==> src/rtl/adc_burst_sequencer.sv <==
// Burst conversion scheduler: paces ADC start pulses, stores each returned sample in the burst RAM,
// and reports progress and overrun status to the CPU register bank.
module adc_burst_sequencer #(
    parameter int unsigned MaxADCBurstReadings = 13,
    parameter int unsigned SampleWidth         = 16,
    parameter int unsigned IntervalWidth       = 16
) (
    input  logic                             clk_i,
    input  logic                             reset_i,
    input  logic                             start_i,
    input  logic                             abort_i,
    input  logic [MaxADCBurstReadings-1:0]   burst_len_i,
    input  logic [IntervalWidth-1:0]         interval_i,
    output logic                             adc_start_o,
    input  logic                             adc_done_i,
    input  logic [SampleWidth-1:0]           adc_data_i,
    output logic                             buf_we_o,
    output logic [MaxADCBurstReadings-2:0]   buf_addr_o,
    output logic [SampleWidth-1:0]           buf_wdata_o,
    output logic                             busy_o,
    output logic                             done_o,
    output logic                             overrun_o,
    output logic [MaxADCBurstReadings-1:0]   count_o
);

    localparam int unsigned CountWidth = MaxADCBurstReadings;
    localparam int unsigned AddrWidth  = MaxADCBurstReadings - 1;
    localparam logic [CountWidth-1:0] Depth = {1'b1, {AddrWidth{1'b0}}};

    typedef enum logic [1:0] {StIdle, StConvert, StWait, StDone} state_e;

    state_e                   r_state, w_state_d;
    logic [CountWidth-1:0]    r_len, w_len_d;
    logic [IntervalWidth-1:0] r_interval, w_interval_d;
    logic [IntervalWidth-1:0] r_timer, w_timer_d;
    logic [CountWidth-1:0]    r_count, w_count_d;
    logic [AddrWidth-1:0]     r_addr, w_addr_d;
    logic [SampleWidth-1:0]   r_wdata, w_wdata_d;
    logic                     r_adc_start, w_adc_start_d;
    logic                     r_we, w_we_d;
    logic                     r_busy, w_busy_d;
    logic                     r_done, w_done_d;
    logic                     r_overrun, w_overrun_d;

    logic [CountWidth-1:0]    w_len_clamped;
    logic [CountWidth-1:0]    w_count_inc;
    logic [IntervalWidth:0]   w_timer_next;

    assign w_len_clamped = (burst_len_i > Depth) ? Depth : burst_len_i;
    assign w_count_inc   = r_count + CountWidth'(1);
    // Timer value the cycle after this one; one bit wider so the compare never wraps.
    assign w_timer_next  = {1'b0, r_timer} + (IntervalWidth + 1)'(1);

    always_comb begin
        w_state_d     = r_state;
        w_len_d       = r_len;
        w_interval_d  = r_interval;
        w_count_d     = r_count;
        w_addr_d      = r_addr;
        w_wdata_d     = r_wdata;
        w_adc_start_d = 1'b0;
        w_we_d        = 1'b0;
        w_done_d      = r_done;
        w_overrun_d   = r_overrun;

        unique case (r_state)
            StIdle: begin
                if (start_i && !abort_i) begin
                    w_len_d      = w_len_clamped;
                    w_interval_d = interval_i;
                    w_count_d    = '0;
                    w_overrun_d  = 1'b0;
                    if (w_len_clamped == '0) begin
                        w_done_d = 1'b1;
                    end else begin
                        w_done_d      = 1'b0;
                        w_adc_start_d = 1'b1;
                        w_state_d     = StConvert;
                    end
                end
            end
            StConvert: begin
                if ((r_interval != '0) && (r_timer >= r_interval)) begin
                    w_overrun_d = 1'b1;
                end
                if (adc_done_i) begin
                    w_we_d    = 1'b1;
                    w_addr_d  = r_count[AddrWidth-1:0];
                    w_wdata_d = adc_data_i;
                    w_count_d = w_count_inc;
                    w_state_d = (w_count_inc == r_len) ? StDone : StWait;
                end
            end
            StWait: begin
                if (w_timer_next >= {1'b0, r_interval}) begin
                    w_adc_start_d = 1'b1;
                    w_state_d     = StConvert;
                end
            end
            StDone: begin
                w_done_d  = 1'b1;
                w_state_d = StIdle;
            end
            default: w_state_d = StIdle;
        endcase

        // Abort stops scheduling immediately but lets an already-captured sample land.
        if (abort_i) begin
            w_state_d     = StIdle;
            w_adc_start_d = 1'b0;
            w_done_d      = r_done;
            w_overrun_d   = r_overrun;
        end

        if (w_adc_start_d) begin
            w_timer_d = '0;
        end else if (&r_timer) begin
            w_timer_d = r_timer;
        end else begin
            w_timer_d = w_timer_next[IntervalWidth-1:0];
        end

        w_busy_d = (w_state_d != StIdle);
    end

    always_ff @(posedge clk_i) begin
        if (reset_i) begin
            r_state     <= StIdle;
            r_len       <= '0;
            r_interval  <= '0;
            r_timer     <= '0;
            r_count     <= '0;
            r_addr      <= '0;
            r_wdata     <= '0;
            r_adc_start <= 1'b0;
            r_we        <= 1'b0;
            r_busy      <= 1'b0;
            r_done      <= 1'b0;
            r_overrun   <= 1'b0;
        end else begin
            r_state     <= w_state_d;
            r_len       <= w_len_d;
            r_interval  <= w_interval_d;
            r_timer     <= w_timer_d;
            r_count     <= w_count_d;
            r_addr      <= w_addr_d;
            r_wdata     <= w_wdata_d;
            r_adc_start <= w_adc_start_d;
            r_we        <= w_we_d;
            r_busy      <= w_busy_d;
            r_done      <= w_done_d;
            r_overrun   <= w_overrun_d;
        end
    end

    assign adc_start_o = r_adc_start;
    assign buf_we_o    = r_we;
    assign buf_addr_o  = r_addr;
    assign buf_wdata_o = r_wdata;
    assign busy_o      = r_busy;
    assign done_o      = r_done;
    assign overrun_o   = r_overrun;
    assign count_o     = r_count;

endmodule

==> config.mk <==
export PLATFORM = sky130hd
export DESIGN_NAME = adc_burst_sequencer
export DESIGN_NICKNAME = d
export VERILOG_FILES = /design/src/rtl/adc_burst_sequencer.sv
export SDC_FILE = /design/constraint.sdc
export NUM_CORES = 1
export LEC_CHECK = 0
export ABC_AREA = 0
export CORE_UTILIZATION = 55
export DETAILED_ROUTE_END_ITERATION = 10
export MAX_ROUTING_LAYER = met4
export PLACE_DENSITY_LB_ADDON = 0.08
export RECOVER_POWER = 100
export SLEW_MARGIN = 40
export SYNTH_ARGS = -nofsm -noshare
export SYNTH_HDL_FRONTEND = slang
export SYNTH_SLANG_ARGS = --single-unit
export TNS_END_PERCENT = 100
==> constraint.sdc <==
create_clock -name clk_i -period 6 [get_ports clk_i]
set_input_delay 1.8 -clock clk_i [delete_from_list [all_inputs] [get_ports clk_i]]
set_output_delay 1.8 -clock clk_i [all_outputs]
set_load 0.03 [all_outputs]
Word-level counts from Yosys, hierarchy flattened

Cells that the tools add are included.

Bits in registers: 93
Latch bits: 0
Memory bits (writable): 0
ROM bits: 0
Bits of input ports: 50
Output and inout port bits: 46
Word-level logic and storage cells: 66
Memories kept: 0

Add/subtract/negate cells: 2
$mul: 0
Div/mod/pow operators: 0
Magnitude comparators: 3
Equal/unequal tests: 7
Shifts and indexed selects: 0
Multiplexer cells: 23
Bitwise gates (word level): 2
Reductions and logical operators: 17

Operators by type and width:

| cell                  | number |
|---|---|
| $mux 13               | 3 |
| $pmux 13 s2           | 1 |
| $add 16x1->17 const B | 1 |
| $ge 17x16->1          | 1 |
| $ge 16x16->1          | 1 |
| $reduce_and 16->1     | 1 |
| $reduce_bool 16->1    | 1 |
| $add 13x1->13 const B | 1 |
| $eq 13x13->1          | 1 |
| $gt 13x13->1 const B  | 1 |
| $logic_not 13->1      | 1 |
| $mux 1                | 10 |
| $mux 2                | 5 |
| $pmux 2 s4            | 1 |
| $ne 2x2->1 const B    | 3 |
| $pmux 1 s2            | 3 |
| $reduce_and 3->1      | 2 |
| $reduce_bool 2->1     | 3 |
| $eq 2x2->1 const B    | 2 |
| $reduce_and 2->1      | 2 |
| $reduce_and 4->1      | 1 |
| $reduce_or 2->1       | 2 |
| $eq 2x1->1 const B    | 1 |
| $logic_and 1x1->1     | 2 |
| other kinds (3)       | 4 |

Logic depth before layout (Yosys ltp)

Gate-level depths: netlist of run 1.

Word-level depth: 8
Depth in mapped cells: 14
Depth with buffers taken out: 13

Least setup slack after synthesis of run 1

Ideal clock, no wire load.

Path type: input-to-reg
Start point: input port burst_len_i[0]
End point: register r_timer[12]
Setup time: 67 ps
Arrival: 3376 ps
Required time: 5933 ps
Path slack: 2557 ps
Cell stages on the path: 6
Buffers on the path: 1
Path through: or4_1 -> nor4b_4 -> nor2_2 -> a311o_2 -> buf_6 -> a21oi_2

Longest elaborated chain between the ends: 8

RTL lines:

| element                            | line | RTL |
|---|---|---|
| start: declaration                 | 12   | `input logic [MaxADCBurstReadings-1:0] burst_len_i,` |
| $gt 13x13->1                       | 49   | `assign w_len_clamped = (burst_len_i > Depth) ? Depth : burst_len_i;` |
| $mux 13 *                          | 49   |  |
| $logic_not 13->1 *                 | 73   | `if (w_len_clamped == '0) begin` |
| $mux 1 *                           | 73   |  |
| $mux 1 *                           | 68   | `if (start_i && !abort_i) begin` |
| $pmux 1 s2 *                       | 66   | `unique case (r_state)` |
| $mux 1 *                           | 108  | `if (abort_i) begin` |
| $reduce_or 2->1 (no source line) * | -    |  |
| end signal: assignment             | 144  | `r_timer <= w_timer_d;` |
| end: declaration                   | 35   | `logic [IntervalWidth-1:0] r_timer, w_timer_d;` |

Mark *: on every way between the ends. The rest lies on a longest branch, timed or not.
A chain may end at the register's enable or synchronous reset.

Worst setup path in the final report of run 1

Start point: input port reset_i
End point: register r_count[2], in the netlist count_o[2]

RTL lines:

| element                | line | RTL |
|---|---|---|
| start: declaration     | 9    | `input logic reset_i,` |
| end signal: assignment | 145  | `r_count <= w_count_d;` |
| end: declaration       | 36   | `logic [CountWidth-1:0] r_count, w_count_d;` |

No word-level cell between the ends.

==> flow_summary.yaml, run 1 <==
status:
  status: "finished, violations left"
  violations: "max-capacitance violations, max-slew violations"
clocking:
  cts_setup_buffers: 0
  root_buffer: "clkbuf_8"
  path_clk_slew_ns: 0.10
  cts_resized: 0
  clk_path_buf_depth: 2
  tritoncts: "done"
  cts_sinks: 93
  cts_hold_buffers: 0
  htreeDepth: 3
  cts_buffers: 9
  clock_insertion_delay_worst_skew_ns: 0.36
pwr:
  power_density_mw_per_mm2: 204
  ir_drop_v: 0.000113
  pwr-share-clk_pct: 33.3
  switching_share_pct: 28.7
  pwr-share-seq_pct: 52.3
  finalPower_mw: 1.23
  power_leakage_nw: 2.48
  comb_power_share_pct: 14.3
  p_sw_uw: 355
  p_int_uw: 880
synth:
  synth_edf_count: 0
  syn_area_sq_mm: 0.00494
  async_flop_share_pct: 0
  synth.distinct_cells: 53
  ys_warn_count: 0
  synth.top_cell.area_share_pct: 37.7
  synthFlopType: "dfxtp_1"
  synthMuxAreaShare_pct: 0.431
  synth_top_family_by_area: "simple AND/OR/NAND/NOR gates"
  synthSimpleGateAreaFrac_pct: 23.6
  synthAdderAreaFrac_pct: 9.63
  synthXorXnorAreaFrac_pct: 5.32
  synthesis.nets: 711
  synth_area_leaders: "dfxtp_1, ha_1, nand2_1"
  synth_compound_gate_area_share_pct: 17.5
  ys_ff_latch: 93
  netlist_instances: 623
  synth_area_leader_cell: "dfxtp_1"
  avgSynthCellArea_sq_um: 7.92
  ys_seq_area_share_pct: 37.7
worst_setup_path:
  worstRegToRegCells: 12
  crit_start: "reset_i"
  r2r_end: "r_timer[9]"
  r2r_start: "r_timer[0]"
  cp_max_fo: 55
  end_kind: "flop"
  criticalPathCategory: "in2reg"
  ff2ff_setup_slack_ns: 2.20
  cp.arrival_ns: 4.58
  required_ns: 6.15
  cp-start-kind: "input port"
  crit_end: "count_o[2]"
sta:
  finalCriticalPeriod_ns: 4.43
  period_share_pct: 73.9
  setup_tns_ns: 0
  worst_pin_slew_ns: 2.41
  max_freq_mhz: 226
  relSlewSlack_pct: -60.5
  finalHoldViolations: 0
  rsz0062_at_grt: "no"
  setup_violations: 0
  whs_ns: 0.456
  fin_skew_ns: 0.0129
  drv_slew: 56
finish:
  design_area_sq_mm: 0.00606
  area_growth_pct: 22.8
  drive_gt1_share_pct: 3.13
  layout_commonest_cell: "nand2_1"
  diodes: 0
  layout.nets: 787
  fillers: 711
  final_cell_mix: "nand2_1, dfxtp_1, a21oi_1"
floorplanning:
  core.rowCount: 34
  core_area_sq_mm: 0.00872
  io_pins: 96
  die_h_um: 96.7
  initial_core_util_pct: 56.6
  die_w_um: 96.7
  die_area_sq_mm: 0.00936
global_route:
  use_met1_pct: 34.0
  grt_util_met3_pct: 4.62
  grt_pass1_vias: 4476
  grt_pass1_wl_um: 21100
  grt_max_degree: 56
  track_usage_pct: 28.1
  grt.busiest_layer: "met2"
  grt.overflow.total: 0
  grtUsageMet2_pct: 48.4
  antenna_found_initial: 0
detailed_routing:
  num_vias: 4685
  ant_nets: 0
  drc: 0
  routed_wl_um: 12600
  vias_per_cell: 5.77
  drt_iter0_drc: 172
  drt-pass1-iter-count: 5
  wl_per_cell_um: 15.5
placed_design:
  place.gp.congestion: 0.914
  portBuffers: 95
  hpwlAfterDp_um: 9310
  placed_area_sq_mm: 0.00590
hold_path:
  holdCritPathClass: "reg2reg"
  holdPathStages: 2
run:
  drv_cap: 1
==> area by class of cell <==
type	count	area (sq um)	share of cell area, %
repair buffers	99	967	15.9
well taps	108	135	2.23
multi-input cells	459	2770	45.7
clock buffers	10	138	2.27
inverters	37	139	2.29
flip-flops and latches	93	1860	30.7
clock inverters	6	53.8	0.887
==> flip-flops by register name, summed over array words and instances, names as in the netlist, 2 cells and up <==
signal and cells:
buf_wdata_o 16, r_interval 16, r_timer 16, count_o 13
r_len 13, buf_addr_o 12, r_state 2
==> worst max-delay path, stage by stage <==
cell      delay, ns
clkbuf_1       0.81
clkbuf_1       1.78
nor2_1         0.15
==> routing by layer <==
metal / up-vias / routed length [um]
met1: 2243 / 5400
met3: 16 / 501
li1: 2311 / -
met5: - / 0
met2: 115 / 6520
met4: 0 / 170
==> power groups by stage <==
| stage | Sequential (mW) | Clock, mW | Combinational (mW) |
|---|---|---|---|
| finish | 0.646 | 0.412 | 0.177 |
| global route | 0.649 | 0.443 | 0.195 |
| CTS | 0.647 | 0.419 | 0.180 |
| detailed placement | 0.661 | 0 | 0.179 |
| global placement | 0.660 | 0 | 0.174 |
| floorplan | 0.668 | 0 | 0.0951 |
==> worst min-delay path by stage <==
stage | start | end | slack (ns)
final | buf_addr_o[11] | buf_addr_o[11] | 0.46
after CTS | buf_addr_o[11] | buf_addr_o[11] | 0.46
after global routing | buf_addr_o[5] | buf_addr_o[5] | 0.48
after detailed placement | buf_addr_o[11] | buf_addr_o[11] | 0.45
after floorplan | r_len[12] | r_len[12] | 0.45
after global placement | buf_wdata_o[6] | buf_wdata_o[6] | 0.44
==> cells in the mapped netlist, types with 2 or more instances <==
master,n
clkbuf_1,27
o21a_1,2
nand4_1,8
o31ai_1,2
nor4_1,9
and2_1,3
nand4b_1,4
dfxtp_1,93
nor3_1,5
inv_1,37
nand2_1,115
a22oi_1,14
and3b_1,2
buf_2,2
o21ai_0,18
buf_4,2
a211oi_1,3
o221ai_1,2
nor2b_1,7
nor2_1,52
ha_1,38
a31oi_1,3
nand3_1,11
a21oi_1,75
a21o_1,8
or4_1,3
xnor2_1,21
and4_1,7
nand2b_1,6
a311oi_1,5
xor2_1,9
nand3b_1,2
and3_1,8
==> logic make-up (layout without fill, tap and decap cells) <==
kind of cell    after synthesis  in the layout
compound gates              143            143
xor+xnor                     30             30
fa+ha+maj                    38             38
buf+inv                      71            152
flops                        93             93
mux                           2              2
simple gates                246            246
==> per-stage QoR <==
stage / worst slack (ns) / utilization, % / cells
2_1_floorplan: 2.56 / - / 623
3_3_place_gp: 1.66 / 67.7 / 796
3_5_place_dp: 1.91 / 67.7 / 796
4_1_cts: 2.29 / 69.9 / 812
5_1_grt: 1.34 / 69.5 / 812
6_report: 1.57 / 69.5 / 812
Power figures use the tool's default switching activity.
==> run 2: changes to the inputs <==
--- a/config.mk
+++ b/config.mk
@@ -6,7 +6,7 @@
 export NUM_CORES = 1
 export LEC_CHECK = 0
 export ABC_AREA = 0
-export CORE_UTILIZATION = 55
+export CORE_UTILIZATION = 47
 export DETAILED_ROUTE_END_ITERATION = 10
 export MAX_ROUTING_LAYER = met4
 export PLACE_DENSITY_LB_ADDON = 0.08
==> constraint.sdc (replaced) <==
create_clock -name clk_i -period 3.74 [get_ports clk_i]
set_input_delay 1.122 -clock clk_i [delete_from_list [all_inputs] [get_ports clk_i]]
set_output_delay 1.122 -clock clk_i [all_outputs]
set_load 0.03 [all_outputs]
==> flow_summary.yaml, run 2 (synthesis results as in run 1) <==
clocking:
  tritoncts: "done"
  htreeDepth: 3
  root_buffer: "clkbuf_8"
  path_clk_slew_ns: 0.09
  clock_insertion_delay_worst_skew_ns: 0.37
  cts_hold_buffers: 0
  cts_resized: 0
  cts_setup_buffers: 0
  cts_sinks: 93
  clk_path_buf_depth: 2
  cts_buffers: 9
finish:
  design_area_sq_mm: 0.00616
  regArea_sq_mm: 0.00186
  fillers: 955
  drive_gt1_share_pct: 4.08
  layout_commonest_cell: "nand2_1"
  diodes: 0
  area_growth_pct: 24.7
  final_util_pct: 60.2
  final_cell_mix: "nand2_1, dfxtp_1, a21oi_1"
  layout.nets: 794
  final_cell_count_no_fill: 847
  multi_input_area_sq_mm: 0.00277
sta:
  setup_slack_ns: 0.226
  finalHoldViolations: 0
  setup_tns_ns: 0
  period_share_pct: 94.0
  rsz0062_at_grt: "no"
  whs_ns: 0.453
  max_freq_mhz: 285
  setup_violations: 0
  drv_slew: 0
  worst_pin_slew_ns: 1.49
  finalCriticalPeriod_ns: 3.51
  relSlewSlack_pct: 0.436
  fin_skew_ns: 0.00518
global_route:
  antenna_found_initial: 0
  grt_pass1_wl_um: 21400
  track_usage_pct: 25.0
  grt.overflow.total: 0
  grt_pass1_vias: 4448
  grt_max_degree: 36
worst_setup_path:
  required_ns: 4.04
  end_kind: "flop"
  cp-start-kind: "input port"
  criticalPathCategory: "in2reg"
  cp.arrival_ns: 3.81
  cp_max_fo: 16
detailed_routing:
  wl_per_cell_um: 15.1
  ant_nets: 0
  vias_per_cell: 5.46
  drt_iter0_drc: 203
  num_vias: 4621
  drc: 0
  drt-pass1-iter-count: 5
  routed_wl_um: 12800
placed_design:
  place.gp.congestion: 0.846
  dpl.cell_count: 831
  place_ws_ns: 0.223
  placed_area_sq_mm: 0.00599
  portBuffers: 95
  hpwlAfterDp_um: 9420
floorplanning:
  die_area_sq_mm: 0.0109
  initial_core_util_pct: 48.3
  io_pins: 96
  core.rowCount: 37
  die_h_um: 104
  core_area_sq_mm: 0.0102
  die_w_um: 104
pwr:
  power_density_mw_per_mm2: 328
  ir_drop_v: 0.000188
  finalPower_mw: 2.02
  power_leakage_nw: 2.52
status:
  status: "finished, violations left"
  violations: "max-capacitance violations"
hold_path:
  holdCritPathClass: "reg2reg"
run:
  drv_cap: 1
[run 2: cell count changes in the layout (fill, tap and decap cells not counted), moves of 2 or more]
cell | previous run | this run
nor2_1 | 53 | 51
buf_4 | 2 | 7
inv_6 | 2 | 0
nor2_2 | 0 | 2
[run 2: worst max-delay path: stages]
cell and delay (ns):
clkdlybuf4s50_1 0.41, or4_1 0.58, nor4b_1 0.88, nor2_2 0.06, a311o_2 0.54, nor3_1 0.22
[run 2: per-layer routing]
layer	global-route usage, %	wire length, um	part of all wire (%)	up-vias
li1	-	-	-	2318
met1	32.7	5970	47	2161
met2	39.5	5970	47	129
met3	4.01	706	5.5	13
met4	7.65	161	1.3	0
met5	-	0	0	-
[run 2: final cells by class]
cell class              instances  area share (%)
multi-input cells             459            45.0
flip-flops and latches         93            30.2
repair buffers                106            16.5
well taps                     136            2.76
clock buffers                  11            2.30
inverters                      37            2.26
clock inverters                 5           0.975
[run 2: power breakdown]
group          total (mW)  switching [mW]  internal, mW  leakage, nW
registers            1.04          0.0205          1.02        0.753
clock network       0.694           0.366         0.329       0.0995
logic               0.291           0.164         0.127         1.66
[run 2: final timing paths]
path	start	to	slack (ns)	cells past startpoint
worst max-delay path	burst_len_i[4]	r_timer[14]	0.23	6
worst max register to register	r_timer[0]	r_timer[14]	0.25	12
worst min register to register	buf_wdata_o[13]	buf_wdata_o[13]	0.45	2
worst min-delay path	buf_wdata_o[13]	buf_wdata_o[13]	0.45	2
